<file path="config.mk">
export PLATFORM = sky130hd
export DESIGN_NAME = vga_sync_generator
export DESIGN_NICKNAME = d
export VERILOG_FILES = /design/src/rtl/vga_timing_pkg.sv /design/src/rtl/vga_axis_decoder.sv /design/src/rtl/vga_sync_generator.sv
export SDC_FILE = /design/constraint.sdc
export NUM_CORES = 1
export LEC_CHECK = 0
export ABC_AREA = 1
export CORE_ASPECT_RATIO = 1.2
export CORE_MARGIN = 2
export CORE_UTILIZATION = 28
export DETAILED_ROUTE_END_ITERATION = 10
export GPL_TIMING_DRIVEN = 0
export HOLD_SLACK_MARGIN = 0.15
export MAX_ROUTING_LAYER = met4
export PLACE_DENSITY = 0.64
export SLEW_MARGIN = 30
export SYNTH_ARGS = -nofsm -noshare
export SYNTH_HDL_FRONTEND = slang
export SYNTH_SLANG_ARGS = --single-unit
export TNS_END_PERCENT = 20
</file>
<file path="constraint.sdc">
create_clock -name control_clock -period 0.9 [get_ports control_clock]
set_input_delay 0.09 -clock control_clock [delete_from_list [all_inputs] [get_ports control_clock]]
set_output_delay 0.09 -clock control_clock [all_outputs]
set_load 0.02 [all_outputs]
</file>
<file path="src/rtl/vga_timing_pkg.sv">
// Shared VGA timing types and default 1024x768 timing constants.
package vga_timing_pkg;

  typedef enum logic [1:0] {
    ST_ACTIVE = 2'd0,
    ST_FRONT  = 2'd1,
    ST_SYNC   = 2'd2,
    ST_BACK   = 2'd3
  } axis_state_e;

  localparam int DEF_COUNTER_SIZE = 11;

  localparam int DEF_H_ACTIVE = 1024;
  localparam int DEF_H_FRONT  = 24;
  localparam int DEF_H_SYNC   = 136;
  localparam int DEF_H_LAST   = 1328;

  localparam int DEF_V_ACTIVE = 768;
  localparam int DEF_V_FRONT  = 3;
  localparam int DEF_V_SYNC   = 6;
  localparam int DEF_V_LAST   = 805;

  // Sync window bounds: sync is [SYNC_START, SYNC_END)
  localparam int DEF_H_SYNC_START = DEF_H_ACTIVE + DEF_H_FRONT;
  localparam int DEF_H_SYNC_END   = DEF_H_SYNC_START + DEF_H_SYNC;
  localparam int DEF_V_SYNC_START = DEF_V_ACTIVE + DEF_V_FRONT;
  localparam int DEF_V_SYNC_END   = DEF_V_SYNC_START + DEF_V_SYNC;

endpackage

</file>
<file path="src/rtl/vga_axis_decoder.sv">
// One timing axis: decodes a raw count into a registered ACTIVE/FRONT/SYNC/BACK state.
module vga_axis_decoder
  import vga_timing_pkg::*;
#(
  parameter int COUNTER_SIZE = DEF_COUNTER_SIZE,
  parameter int ACT          = DEF_H_ACTIVE,
  parameter int FRONT        = DEF_H_FRONT,
  parameter int SYNC         = DEF_H_SYNC,
  parameter int LAST         = DEF_H_LAST
) (
  input  logic                    clk,
  input  logic                    reset,
  input  logic                    enable,
  input  logic [COUNTER_SIZE-1:0] count,
  output axis_state_e             state,
  output logic                    in_active,
  output logic                    in_sync,
  output logic                    at_last
);

  localparam logic [COUNTER_SIZE-1:0] ACT_C        = COUNTER_SIZE'(ACT);
  localparam logic [COUNTER_SIZE-1:0] SYNC_START_C = COUNTER_SIZE'(ACT + FRONT);
  localparam logic [COUNTER_SIZE-1:0] SYNC_END_C   = COUNTER_SIZE'(ACT + FRONT + SYNC);
  localparam logic [COUNTER_SIZE-1:0] LAST_C       = COUNTER_SIZE'(LAST);

  axis_state_e state_next;

  // Region decode; LAST and anything beyond it (upstream wrap) fall into BACK
  always_comb begin
    state_next = state;
    if (enable) begin
      if (count >= LAST_C)            state_next = ST_BACK;
      else if (count < ACT_C)         state_next = ST_ACTIVE;
      else if (count < SYNC_START_C)  state_next = ST_FRONT;
      else if (count < SYNC_END_C)    state_next = ST_SYNC;
      else                            state_next = ST_BACK;
    end
  end

  // State register; reset parks the axis in BACK (sync off, video off)
  always_ff @(posedge clk) begin
    if (reset) state <= ST_BACK;
    else       state <= state_next;
  end

  assign in_active = (state == ST_ACTIVE);
  assign in_sync   = (state == ST_SYNC);
  // Unregistered: the top registers the pulse it derives from this
  assign at_last   = (count == LAST_C);

endmodule

</file>
<file path="src/rtl/vga_sync_generator.sv">
// VGA sync/timing stage: turns raw h/v counts into registered sync, video and pixel coords.
module vga_sync_generator
  import vga_timing_pkg::*;
#(
  parameter int COUNTER_SIZE      = DEF_COUNTER_SIZE,
  parameter int H_ACTIVE          = DEF_H_ACTIVE,
  parameter int H_FRONT           = DEF_H_FRONT,
  parameter int H_SYNC            = DEF_H_SYNC,
  parameter int H_LAST            = DEF_H_LAST,
  parameter int V_ACTIVE          = DEF_V_ACTIVE,
  parameter int V_FRONT           = DEF_V_FRONT,
  parameter int V_SYNC            = DEF_V_SYNC,
  parameter int V_LAST            = DEF_V_LAST,
  parameter bit SYNC_ACTIVE_LEVEL = 1'b0
) (
  input  logic                    control_clock,
  input  logic                    control_reset,
  input  logic                    pixel_enable,
  input  logic [COUNTER_SIZE-1:0] h_count,
  input  logic [COUNTER_SIZE-1:0] v_count,
  output logic                    hsync,
  output logic                    vsync,
  output logic                    video_on,
  output logic [COUNTER_SIZE-1:0] pixel_x,
  output logic [COUNTER_SIZE-1:0] pixel_y,
  output logic                    line_end,
  output logic                    frame_start
);

  axis_state_e             h_state, v_state;
  logic                    h_in_active, v_in_active;
  logic                    h_in_sync, v_in_sync;
  logic                    h_at_last, v_at_last;
  logic [COUNTER_SIZE-1:0] h_q, v_q;

  vga_axis_decoder #(
    .COUNTER_SIZE(COUNTER_SIZE), .ACT(H_ACTIVE), .FRONT(H_FRONT),
    .SYNC(H_SYNC), .LAST(H_LAST)
  ) u_h_axis (
    .clk(control_clock), .reset(control_reset), .enable(pixel_enable),
    .count(h_count), .state(h_state), .in_active(h_in_active),
    .in_sync(h_in_sync), .at_last(h_at_last)
  );

  vga_axis_decoder #(
    .COUNTER_SIZE(COUNTER_SIZE), .ACT(V_ACTIVE), .FRONT(V_FRONT),
    .SYNC(V_SYNC), .LAST(V_LAST)
  ) u_v_axis (
    .clk(control_clock), .reset(control_reset), .enable(pixel_enable),
    .count(v_count), .state(v_state), .in_active(v_in_active),
    .in_sync(v_in_sync), .at_last(v_at_last)
  );

  // Capture counts alongside the axis states; pulses are recomputed every enabled cycle
  always_ff @(posedge control_clock) begin
    if (control_reset) begin
      h_q         <= '0;
      v_q         <= '0;
      line_end    <= 1'b0;
      frame_start <= 1'b0;
    end else begin
      if (pixel_enable) begin
        h_q <= h_count;
        v_q <= v_count;
      end
      line_end    <= pixel_enable & h_at_last;
      frame_start <= pixel_enable & h_at_last & v_at_last;
    end
  end

  assign hsync    = h_in_sync ? SYNC_ACTIVE_LEVEL : ~SYNC_ACTIVE_LEVEL;
  assign vsync    = v_in_sync ? SYNC_ACTIVE_LEVEL : ~SYNC_ACTIVE_LEVEL;
  assign video_on = (h_state == ST_ACTIVE) && (v_state == ST_ACTIVE);
  // Coordinates only exist inside the visible area
  assign pixel_x  = (h_in_active && v_in_active) ? h_q : '0;
  assign pixel_y  = (h_in_active && v_in_active) ? v_q : '0;

endmodule

</file>
Word-level counts from Yosys, hierarchy flattened. Index checks and enable logic that the tools add are counted.

$add $sub $neg: 0. $mul: 0. Divide/modulo/power cells: 0. Magnitude comparators: 8. Eq/ne operators: 4. Shift-type cells: 0. Muxes and demuxes: 12. Bitwise gates (word level): 2. Reductions and logical operators: 3.

Operator list (number): less-than comparator 11 x 10 -> 1 bit, second input constant (3); less-than comparator 11 bit, second input constant (3); two-way mux 11 bit (2); two-way mux 2 bit (6); == test 11 x 10 -> 1 bit, second input constant (1); == test 11 bit, second input constant (1); >= comparator 11 x 10 -> 1 bit, second input constant (1); >= comparator 11 bit, second input constant (1); == test 2 bit, second input constant (2); logical NOT 2 bit (2); two-way mux 1 bit (4); bitwise AND 1 bit (2); logical AND 1 bit (1).

Register bits: 28. Latch bits: 0. RAM bits: 0. Bits in read-only memories: 0. Bits of input ports: 25. Output and inout port bits: 27. Word-level logic and storage cells: 35. Memories kept: 0.

Depth between registers and ports, before layout.
Word-level depth: 5. Depth in mapped cells: 7. Depth with buffers taken out: 7.

By module. A second synthesis with hierarchy kept.

Cells, all modules: 265. Area total of the unflattened synthesis: 1532.7 µm².

By module, submodules not included: vga_sync_generator (instances 1, cells an instance 198, area an instance 1182.4 µm², sequential area each 480.5 µm²); vga_axis_decoder (u_h_axis) (instances 1, cells an instance 36, area an instance 182.7 µm², sequential area each 40.0 µm²); vga_axis_decoder (u_v_axis) (instances 1, cells an instance 31, area an instance 167.7 µm², sequential area each 40.0 µm²).

Least setup slack after synthesis. No wires, ideal clock.

Path kind: reg-to-output. From: register u_h_axis.state[1]. To: output pixel_y[1]. Arrival: 0.978 ns. Data required time: 0.810 ns. Slack: -0.168 ns. Stages on the path, launching flop included: 5. Path buffers: 1. Path through: dfxtp_1 -> nor2_1 -> nand3_2 -> buf_2 -> nor2_1.

Word-level cells in the longest chain between the ends: 3.

RTL lines: start, declared (RTL line vga_axis_decoder.sv:15) `output axis_state_e state,`; start signal, assigned (RTL line vga_axis_decoder.sv:43) `else state <= state_next;`; logical NOT 2 bit (RTL line vga_axis_decoder.sv:46) `assign in_active = (state == ST_ACTIVE);`; logical AND 1 bit (RTL line vga_sync_generator.sv:76) `assign pixel_y = (h_in_active && v_in_active) ? v_q : '0;`; two-way mux 11 bit (RTL line vga_sync_generator.sv:76); end, declared (RTL line vga_sync_generator.sv:25) `output logic [COUNTER_SIZE-1:0] pixel_y,`.

Every way passes these cells.

Final worst setup path.
From: register u_v_axis.state[1]. To: output pixel_y[0].

Word-level cells in the longest chain between the ends: 3.

RTL lines (RTL line): start, declared (vga_axis_decoder.sv:15); start signal, assigned (vga_axis_decoder.sv:43); logical NOT 2 bit (vga_axis_decoder.sv:46); logical AND 1 bit (vga_sync_generator.sv:76); two-way mux 11 bit (vga_sync_generator.sv:76).

Every way passes these cells.

==> results.toml <==
[outcome]
outcome = "finished, violations left"
violations = "setup timing"

[yosys]
synth_top_family_by_area = "simple AND/OR/NAND/NOR gates"
syn_area_sq_um = 1270
synth_top_area_frac = 0.441
synthAdderAreaFrac = 0
yosys_warnings = 0
syn_nets = 214
yosysTopAreaCell = "dfxtp_1"
ys_seq_elements = 28
synth.avg_cell_area_sq_um = 6.73
synthDistinctLibCells = 16
synth_area_leaders = "dfxtp_1, nor2_1, a21oi_1"
syn-instance-count = 189
synth_mux_area_frac = 0
synth_compound_area_frac = 0.199
yosys.area_share.xor_xnor = 0
synth-simple-area-share = 0.223
seq_area_frac_synth = 0.441

[finish]
seq_area_sq_um = 566
diodes = 0
fin_nets = 274
layout-drive-gt1-share = 0.335
layout_common_cells = "inv_1, a21oi_1, dfxtp_1"
final_common_cell = "inv_1"
multi_input_area_sq_um = 724
nFillCells = 442
syn2layout_area_growth_pct = 75.9

[clock_tree]
cts_tree = "yes"
clk_transition_reported_paths_ns = 0.09
cts_buffers = 3
cts_buffer_depth = 2
clk-insertion-delay-late_ns = 0.27
cts-root-buf = "clkbuf_8"
clock-sinks = 28
htree_levels = 1

[die]
start_util = 0.294
dieArea_sq_um = 5100
rows = 26
io_pins = 52
fp.dieH_um = 77.8
coreArea_sq_um = 4330
fp.dieW_um = 65.5

[power_and_ir_drop]
power.leakage_nw = 1.01
ir_drop_mv = 0.525
pwr-share-clk = 0.301
p_sw_mw = 0.660
p_seq_frac = 0.529
switching_share = 0.258
finalPower_mw = 2.56
internal_power_mw = 1.90
cellPowerDensity_nw_per_um2 = 1140
pwr-share-comb = 0.171

[timing]
slew_headroom = 0.839
setup-violations-final = 25
max_freq_mhz = 682
finalHoldViolCount = 0
period_share = 1.63
fin_skew_ns = 0
setup_ws_ns = -0.567
tightest_slew_ns = 0.242
slew_viol_final = 0
fin_crit_ns = 1.47
fin_hold_ws_ns = 0.144
rsz0062_at_grt = "true"

[drt]
wl_met3_um = 104
drc = 0
vias = 1361
dr.max_layer_used = "met4"
dr.pass1.iters = 4
wl_met2_mm = 1.89
wl_per_cell_um = 11.9
drt_iter0_drc = 35
wirelength_mm = 3.63
routed_via_density = 4.48
wl_met1_mm = 1.55
ant_nets = 0

[grt]
grt_overflow = 0
grt_start_max_net_pins = 16
grt_usage = 0.158
grt_pass1_vias = 1322
antenna_found_initial = 0
grt_pass1_wl_mm = 6.15

[job]
drv_cap = 0

[worst_hold_path]
hp-class = "in -> reg"
hp-start = "control_reset"

[setup_path]
start_kind = "flip-flop"
required_ns = 0.81
critPathMaxFanout = 6
r2r-start = "u_h_axis.state[1]"
path_class = "reg -> out"
startpoint = "u_v_axis.state[1]"
cp-end-kind = "output pin"
arrival_ns = 1.38

[placement]
port_buffers = 51
hpwl_mm = 2.66
place_ws_ns = -0.688
routabilityCongestion = 0.818
-- critical path, cell delays in order, from the launching register on --
cell     delay, ns
dfxtp_2       0.35
nor2_4        0.12
nand3_4       0.20
buf_12        0.23
nor2_4        0.08
buf_6         0.12
-- through the flow --
stage | instance area [sq um] | setup TNS [ns] | std cells | util
3_3_place_gp | 2010 | -24.85 | 296 | 0.464
2_1_floorplan | 1430 | -1.37 | 189 | -
6_report | 2240 | -12.72 | 304 | 0.517
3_5_place_dp | 2010 | -24.62 | 296 | 0.464
5_1_grt | 2240 | -14.30 | 304 | 0.517
4_1_cts | 2190 | -13.27 | 303 | 0.507
-- power by group through the flow --
stage | registers (mW) | logic, mW | clock network [mW]
after global routing | 1.36 | 0.496 | 0.823
final | 1.35 | 0.437 | 0.770
after CTS | 1.35 | 0.438 | 0.790
after detailed placement | 1.37 | 0.425 | 0
after global placement | 1.37 | 0.422 | 0
after floorplan | 1.37 | 0.232 | 0
-- synth_stat cells (all sizes together) --
library cell / number
a21oi: 27
a22oi: 1
buf: 9
dfxtp: 28
inv: 34
nand2: 19
nand3: 6
nand3b: 1
nand4: 2
nor2: 38
nor3: 2
o21ai: 22
-- kinds of logic (layout without fill, tap and decap cells) --
group | Yosys count | count (layout)
AO/OA/AOI/OAI | 50 | 50
flip-flops | 28 | 28
buffers and inverters | 43 | 102
AND/OR/NAND/NOR | 68 | 68
-- worst paths after layout --
path,depth (start not counted),endpoint,slack [ns]
setup / recovery,5,pixel_y[0],-0.57
hold / removal,3,u_h_axis.state[0],0.14
setup reg to reg,2,u_h_axis.state[1],0.20
hold reg to reg,2,h_q[10],0.48
-- final cells by class --
type,instances,share of cell area
Inverter,34,0.0570
Tap cell,56,0.0313
Buffer,9,0.0380
Timing Repair Buffer,55,0.273
Clock buffer,4,0.0246
Sequential cell,28,0.253
Multi-Input combinational cell,118,0.324
-- metal layers --
metal / vias to the layer above / global-route usage
li1: 716 / -
met1: 599 / 0.196
met5: - / -
met4: 0 / 0.0771
met2: 40 / 0.253
met3: 6 / 0.0188
-- timing repair --
action	4_1_cts	5_1_grt
resized for setup	176	17
pin swaps	2	4
buffers inserted	1	0
endpoints found under the hold margin	0	1
endpoints found under the setup margin	49	50
hold buffers	0	1
cloned	2	0
-- registers in the layout, summed over array words and instances (netlist names) --
signal,count
u_v_axis.state,2
line_end,1
v_q,11
u_h_axis.state,2
frame_start,1
h_q,11
Power figures use the tool's default switching activity.
